### src/rtl/axi_wr_arbiter.sv
// AXI write-channel arbiter: NM masters onto one slave.
// Round-robin AW grant held through the W burst; B routed by ID.
module axi_wr_arbiter #(
    parameter int  M_WIDTH = 2,
    localparam int NM      = 1 << M_WIDTH
) (
    input  logic                  BUS_CLK,
    input  logic                  BUS_RST,
    input  logic [NM*2-1:0]       M_WR_ADDR_ID,
    input  logic [NM*32-1:0]      M_WR_ADDR,
    input  logic [NM*8-1:0]       M_WR_ADDR_LEN,
    input  logic [NM*2-1:0]       M_WR_ADDR_BURST,
    input  logic [NM-1:0]         M_WR_ADDR_VALID,
    output logic [NM-1:0]         M_WR_ADDR_READY,
    input  logic [NM*32-1:0]      M_WR_DATA,
    input  logic [NM*4-1:0]       M_WR_STRB,
    input  logic [NM-1:0]         M_WR_DATA_LAST,
    input  logic [NM-1:0]         M_WR_DATA_VALID,
    output logic [NM-1:0]         M_WR_DATA_READY,
    output logic [NM*2-1:0]       M_WR_BACK_ID,
    output logic [NM*2-1:0]       M_WR_BACK_RESP,
    output logic [NM-1:0]         M_WR_BACK_VALID,
    input  logic [NM-1:0]         M_WR_BACK_READY,
    output logic [M_WIDTH+1:0]    S_WR_ADDR_ID,
    output logic [31:0]           S_WR_ADDR,
    output logic [7:0]            S_WR_ADDR_LEN,
    output logic [1:0]            S_WR_ADDR_BURST,
    output logic                  S_WR_ADDR_VALID,
    input  logic                  S_WR_ADDR_READY,
    output logic [31:0]           S_WR_DATA,
    output logic [3:0]            S_WR_STRB,
    output logic                  S_WR_DATA_LAST,
    output logic                  S_WR_DATA_VALID,
    input  logic                  S_WR_DATA_READY,
    input  logic [M_WIDTH+1:0]    S_WR_BACK_ID,
    input  logic [1:0]            S_WR_BACK_RESP,
    input  logic                  S_WR_BACK_VALID,
    output logic                  S_WR_BACK_READY,
    output logic [M_WIDTH-1:0]    GRANT,
    output logic                  BUSY
);

    typedef enum logic [1:0] {
        IDLE = 2'd0,
        ADDR = 2'd1,
        DATA = 2'd2
    } state_e;

    state_e              state_q, state_d;
    logic [M_WIDTH-1:0]  ptr_q, ptr_d;
    logic [M_WIDTH-1:0]  grant_q, grant_d;
    logic [M_WIDTH-1:0]  pick;
    logic [M_WIDTH-1:0]  bk;

    // Round-robin pick: descending scan so the nearest requester after ptr wins
    always_comb begin : rr_pick
        logic [M_WIDTH-1:0] idx;
        pick = ptr_q;
        for (int i = NM - 1; i >= 0; i--) begin
            idx = ptr_q + M_WIDTH'(i);
            if (M_WR_ADDR_VALID[idx]) pick = idx;
        end
    end

    // Next-state logic: grant in IDLE, wait AW handshake, wait W LAST handshake
    always_comb begin
        state_d = state_q;
        ptr_d   = ptr_q;
        grant_d = grant_q;
        unique case (state_q)
            IDLE: begin
                if (|M_WR_ADDR_VALID) begin
                    grant_d = pick;
                    state_d = ADDR;
                end
            end
            ADDR: begin
                if (M_WR_ADDR_VALID[grant_q] && S_WR_ADDR_READY)
                    state_d = DATA;
            end
            DATA: begin
                if (M_WR_DATA_VALID[grant_q] && S_WR_DATA_READY &&
                    M_WR_DATA_LAST[grant_q]) begin
                    state_d = IDLE;
                    ptr_d   = grant_q + 1'b1;
                end
            end
            default: state_d = IDLE;
        endcase
    end

    // State, pointer and grant registers
    always_ff @(posedge BUS_CLK) begin
        if (BUS_RST) begin
            state_q <= IDLE;
            ptr_q   <= '0;
            grant_q <= '0;
        end else begin
            state_q <= state_d;
            ptr_q   <= ptr_d;
            grant_q <= grant_d;
        end
    end

    // AW/W muxing: payload always follows the grant, handshakes gated by state
    always_comb begin
        S_WR_ADDR_ID    = {grant_q, M_WR_ADDR_ID[grant_q*2 +: 2]};
        S_WR_ADDR       = M_WR_ADDR[grant_q*32 +: 32];
        S_WR_ADDR_LEN   = M_WR_ADDR_LEN[grant_q*8 +: 8];
        S_WR_ADDR_BURST = M_WR_ADDR_BURST[grant_q*2 +: 2];
        S_WR_DATA       = M_WR_DATA[grant_q*32 +: 32];
        S_WR_STRB       = M_WR_STRB[grant_q*4 +: 4];
        S_WR_DATA_LAST  = M_WR_DATA_LAST[grant_q];
        S_WR_ADDR_VALID = 1'b0;
        S_WR_DATA_VALID = 1'b0;
        M_WR_ADDR_READY = '0;
        M_WR_DATA_READY = '0;
        if (state_q == ADDR) begin
            S_WR_ADDR_VALID          = M_WR_ADDR_VALID[grant_q];
            M_WR_ADDR_READY[grant_q] = S_WR_ADDR_READY;
        end
        if (state_q == DATA) begin
            S_WR_DATA_VALID          = M_WR_DATA_VALID[grant_q];
            M_WR_DATA_READY[grant_q] = S_WR_DATA_READY;
        end
    end

    // B path: routed by the master index carried in the upper ID bits
    always_comb begin
        bk                  = S_WR_BACK_ID[M_WIDTH+1:2];
        M_WR_BACK_VALID     = '0;
        M_WR_BACK_VALID[bk] = S_WR_BACK_VALID;
        M_WR_BACK_ID        = {NM{S_WR_BACK_ID[1:0]}};
        M_WR_BACK_RESP      = {NM{S_WR_BACK_RESP}};
        S_WR_BACK_READY     = M_WR_BACK_READY[bk];
    end

    assign GRANT = grant_q;
    assign BUSY  = (state_q != IDLE);

endmodule

### config.mk
export PLATFORM = sky130hd
export DESIGN_NAME = axi_wr_arbiter
export DESIGN_NICKNAME = d
export VERILOG_FILES = /design/src/rtl/axi_wr_arbiter.sv
export SDC_FILE = /design/constraint.sdc
export NUM_CORES = 1
export LEC_CHECK = 0
export BUFFER_PORTS_ARGS = -buffer_cell sky130_fd_sc_hd__buf_2
export CAP_MARGIN = 30
export CORE_AREA = 2 2 182 184
export DETAILED_ROUTE_END_ITERATION = 10
export DIE_AREA = 0 0 184 186
export PLACE_DENSITY = 0.36
export SLEW_MARGIN = 20
export SYNTH_ARGS = -nofsm -noshare
export SYNTH_HDL_FRONTEND = slang
export SYNTH_SLANG_ARGS = --single-unit
### constraint.sdc
create_clock -name BUS_CLK -period 4.27 [get_ports BUS_CLK]
set_clock_uncertainty 0.1 [all_clocks]
set_input_delay 0.854 -clock BUS_CLK [delete_from_list [all_inputs] [get_ports BUS_CLK]]
set_output_delay 0.854 -clock BUS_CLK [all_outputs]
set_load 0.02 [all_outputs]
# [Word level (Yosys, flattened, before mapping)]
# Cells that the tools add are included.
# Widths: inputs -> output; s select.
[word_totals] regBits=6 mem_bits_rw=0 romBits=0 latchBits=0 wordCells=72 memories=0 out_inout_bits=117
[classes] n_addsub=4 div_mod_pow=0 n_bitwise=3 order_cmp=8 n_eq_ne=5 n_shift=6 multipliers=0 n_mux=32 n_reduce_logical=11
[ops] op="$shiftx 128x8->32" count=2
[ops] op="$shiftx 32x6->8" count=1
[ops] op="$lt 2x3->1 const B" count=6
[ops] op="$bmux 1 s2" count=8
[ops] op="$shiftx 16x5->4" count=1
[ops] op="$shiftx 8x4->2" count=2
[ops] op="$mux 2" count=7
[ops] op="$and 4x4->4" count=3
[ops] op="$mux 1" count=12
[ops] op="$mux 4" count=2
[ops] op="$ne 2x2->1 const B" count=3
[ops] op="$pmux 2 s3" count=1
[ops] op="$logic_and 1x1->1" count=5
[ops] op="$add 2x1->2 const B" count=2
[ops] op="$add 2x2->2 const B" count=2
[ops] op="$demux 1 s2" count=2
[ops] op="$ge 2x1->1 const B" count=2
[ops] op="$reduce_and 2->1" count=2
[ops] op="$reduce_or 4->1" count=1
[ops] op="$reduce_and 3->1" count=1
[ops] op="$eq 2x1->1 const B" count=1
[ops] op="$eq 2x2->1 const B" count=1
[ops] op="$logic_not 2->1" count=1
[ops] op="$reduce_bool 2->1" count=1

# [Longest topological paths before layout]
[logic_depth] depth_word=7 depth_mapped=7 depth_no_buf=4

# [Least setup slack after synthesis]
# Ideal clock, no wire load.
[synth_path] path_kind="flip-flop to output port" startpoint="register grant_q[0], in the netlist GRANT[0]" endpoint="output S_WR_ADDR[0]" path_stages_with_launch=5 required_ns=3.316 arrival_time_ns=1.673 slack_ns=1.643 path_cell_list="dfxtp_1 -> buf_6 -> buf_2 -> buf_4 -> mux4_2"
[synth_between] elab_chain_cells=1
[synth_lines] element="start, declared" line="51" text="logic [M_WIDTH-1:0] grant_q, grant_d;"
[synth_lines] element="start signal, assigned" line="101" text="grant_q <= grant_d;"
[synth_lines] element="$shiftx 128x8->32" line="108" text="S_WR_ADDR = M_WR_ADDR[grant_q*32 +: 32];"
[synth_lines] element="end, declared" line="25" text="output logic [31:0] S_WR_ADDR,"
# Every way passes these cells.

# [Worst setup path after layout]
[layout_path] startpoint="input M_WR_ADDR_VALID[3]" endpoint="output S_WR_ADDR_VALID"
[layout_between] elab_chain_cells=3
[layout_lines] element="start, declared" line="13" text="input logic [NM-1:0] M_WR_ADDR_VALID,"
[layout_lines] element="$bmux 1 s2" line="119" text="S_WR_ADDR_VALID = M_WR_ADDR_VALID[grant_q];"
[layout_lines] element="$mux 1 (implied by the code)" line="119"
[layout_lines] element="$mux 1" line="118" text="if (state_q == ADDR) begin"
[layout_lines] element="end, declared" line="28" text="output logic S_WR_ADDR_VALID,"
# Every way passes these cells. The select of a mux whose other input is x is not followed.

==> results_dict.tcl <==
set metrics [dict create \
    start_util 0.08085 \
    synth_xor_area_frac 0 \
    core-area_mm2 0.03221 \
    vias 3649 \
    drt_iter0_drc 140 \
    drt_wl_total_um 18360 \
    drive_gt1_frac 0.9056 \
    period_needed_ns 2.839 \
    antenna_found_initial 9 \
    die_h_um 186 \
    hold_viol 0 \
    clkSlewWorstSetupHoldPaths_ns 0.03 \
    yosys_most_used_dff "dfxtp_1" \
    synth_largest_area_cell "mux4_2" \
    grt_pass1_wl_um 23560 \
    post_cts_resized 0 \
    grt_pass1_vias 3648 \
    yosys-top-cells-count "84 x mux4_2, 25 x buf_4, 7 x inv_1" \
    endpoint_kind "output pin" \
    hp-class "reg -> reg" \
    leakagePower_nw 2.517 \
    io_buffers 443 \
    ys_top_cells_by_area "mux4_2 73%, buf_4 7.2%, dfxtp_1 4.6%" \
    syn_nets 531 \
    cts_buffer_depth 2 \
    fill_cells 3659 \
    setup.worst_path.start_class "input port" \
    yosysWarnings 0 \
    h-tree-depth 1 \
    rsz0062_at_grt "no" \
    route.detailed.drc 0 \
    critical_path_class "in -> out" \
    max_freq_ghz 0.3523 \
    pwr-share-comb 0.771 \
    drv_slew 0 \
    grt_max_degree 48 \
    max_cap_violations 0 \
    clkPwrFrac 0.152 \
    synth_compound_area_frac 0.03027 \
    synth_seq_area_share 0.04613 \
    synthAdderAreaFrac 0.01922 \
    numCtsBuffers 3 \
    crit_fanout 6 \
    timing.final.crit_share 0.6648 \
    avgViaCountPerCell 3.638 \
    worst_pin_slew_ns 0.8435 \
    synth_edf_count 0 \
    place_congestion 0.7643 \
    fp.dieW_um 184 \
    io_pins 464 \
    synth_top_area_frac 0.7266 \
    tns_ns 0 \
    async_flop_share 0 \
    cts_root_buffer "clkbuf_16" \
    clk-insertion-delay-late_ns 0.22 \
    syn2layout_area_growth_pct 101.2 \
    status "finished, final reports clean" \
    synth-seq-cells 6 \
    avgRoutedWirePerCell_um 18.30 \
    yosysMostFrequentCell "mux4_2" \
    synth_top_family_by_area "multiplexers" \
    cts_hold_buffers 0 \
    critPathArrivalTime_ns 1.88 \
    overflow 0 \
    avgSynthCellArea_um2 14.47 \
    netlist_instances 180 \
    detail-route-antenna-nets 0 \
    crit_required_ns 3.32 \
    p_sw_mw 0.4356 \
    dr.pass1.iters 4 \
    p_per_area_mw_per_mm2 188.8 \
    nets 946 \
    fin_util 0.1627 \
    cts_tree "yes" \
    setup_viol 0 \
    muxShareOfSynthArea 0.7343 \
    synth_area_mm2 0.002604 \
    slew_headroom 0.4303 \
    post_cts_buffers 0 \
    p_int_mw 0.5540 \
    swShare 0.4402 \
    seq_power_share 0.077 \
    cts_sinks 6 \
    die-area_mm2 0.03422 \
    rows 66 \
    peakVddDrop_uv 119.3 \
    yosys.area_share.simple 0.06535 \
    grtUsageTotal 0.09365 \
    reg2reg_setup_slack_ns 2.36 \
    synth_cell_types 28 \
    dp_hpwl_um 16630 \
]
-- cell families after synthesis --
kind of cell             Yosys count
multiplexers                      86
buffers and inverters             44
AND/OR/NAND/NOR                   29
AO/OA/AOI/OAI                     11
flip-flops                         6
adder cells (fa/ha/maj)            4
-- layout make-up --
| cell class | instances | area, µm² | share of cell area |
|---|---|---|---|
| Inverter | 7 | 26.28 | 0.005014 |
| Multi-Input combinational cell | 130 | 2211 | 0.4219 |
| Sequential cell | 6 | 127.6 | 0.02436 |
| Timing Repair Buffer | 447 | 2285 | 0.4360 |
| Antenna cell | 2 | 5.005 | 0.0009551 |
| Tap cell | 408 | 510.5 | 0.09742 |
| Clock buffer | 3 | 75.07 | 0.01433 |
-- per-layer routing --
metal / vias to the layer above / share of wire / track usage
li1: 1620 / - / -
met2: 256 / 0.49 / 0.1632
met3: 6 / 0.11 / 0.02759
met1: 1763 / 0.40 / 0.1195
met4: 4 / 0.0034 / 0.005120
met5: - / 0.0013 / 0
-- path summary, 6_finish.rpt --
check	start	endpoint	depth (start not counted)
hold reg to reg	state_q[0]	state_q[0]	2
hold / removal	state_q[0]	state_q[0]	2
setup / recovery	M_WR_ADDR_VALID[3]	S_WR_ADDR_VALID	4
setup reg to reg	GRANT[0]	ptr_q[0]	5
-- power by group through the flow --
stage,clock (mW),sequential [mW],combinational (mW)
floorplan,0,0.0674,0.465
global placement,0,0.0783,0.775
detailed placement,0,0.0781,0.775
CTS,0.153,0.0773,0.778
global route,0.156,0.0786,0.819
finish,0.150,0.0763,0.763
-- per-stage QoR --
stage               power [mW]  hold WS, ns  cells  cell area [µm²]  setup WS [ns]
floorplan               0.5326       0.3845    180             2604          1.643
global placement        0.8532       0.4315    998             5160          1.414
detailed placement      0.8528       0.4344    998             5160          1.420
CTS                      1.008       0.4416   1001             5235          1.404
global route             1.053       0.4842   1001             5235          1.373
finish                  0.9896       0.4328   1003             5240          1.431
-- cells in the final DEF, fill, tap and decap left out, drive strengths merged, types with 2 or more instances in the layout --
cell type / n
and2: 5
nor2: 6
ha: 4
dfxtp: 6
mux2i: 2
clkbuf: 3
buf: 447
a21oi: 4
and3b: 3
diode: 2
a221oi: 2
inv: 7
and3: 5
mux4: 84
nand2: 4
-- worst max-delay path: stages --
cell and delay, ns:
buf_2 0.13, mux4_2 0.52, and3b_1 0.21, buf_2 0.16
-- flip-flops by register name, indices dropped and copies added (netlist names) --
signal and cells:
ptr_q 2, state_q 2, GRANT 2
No activity file was read; power rests on OpenSTA's default activity.
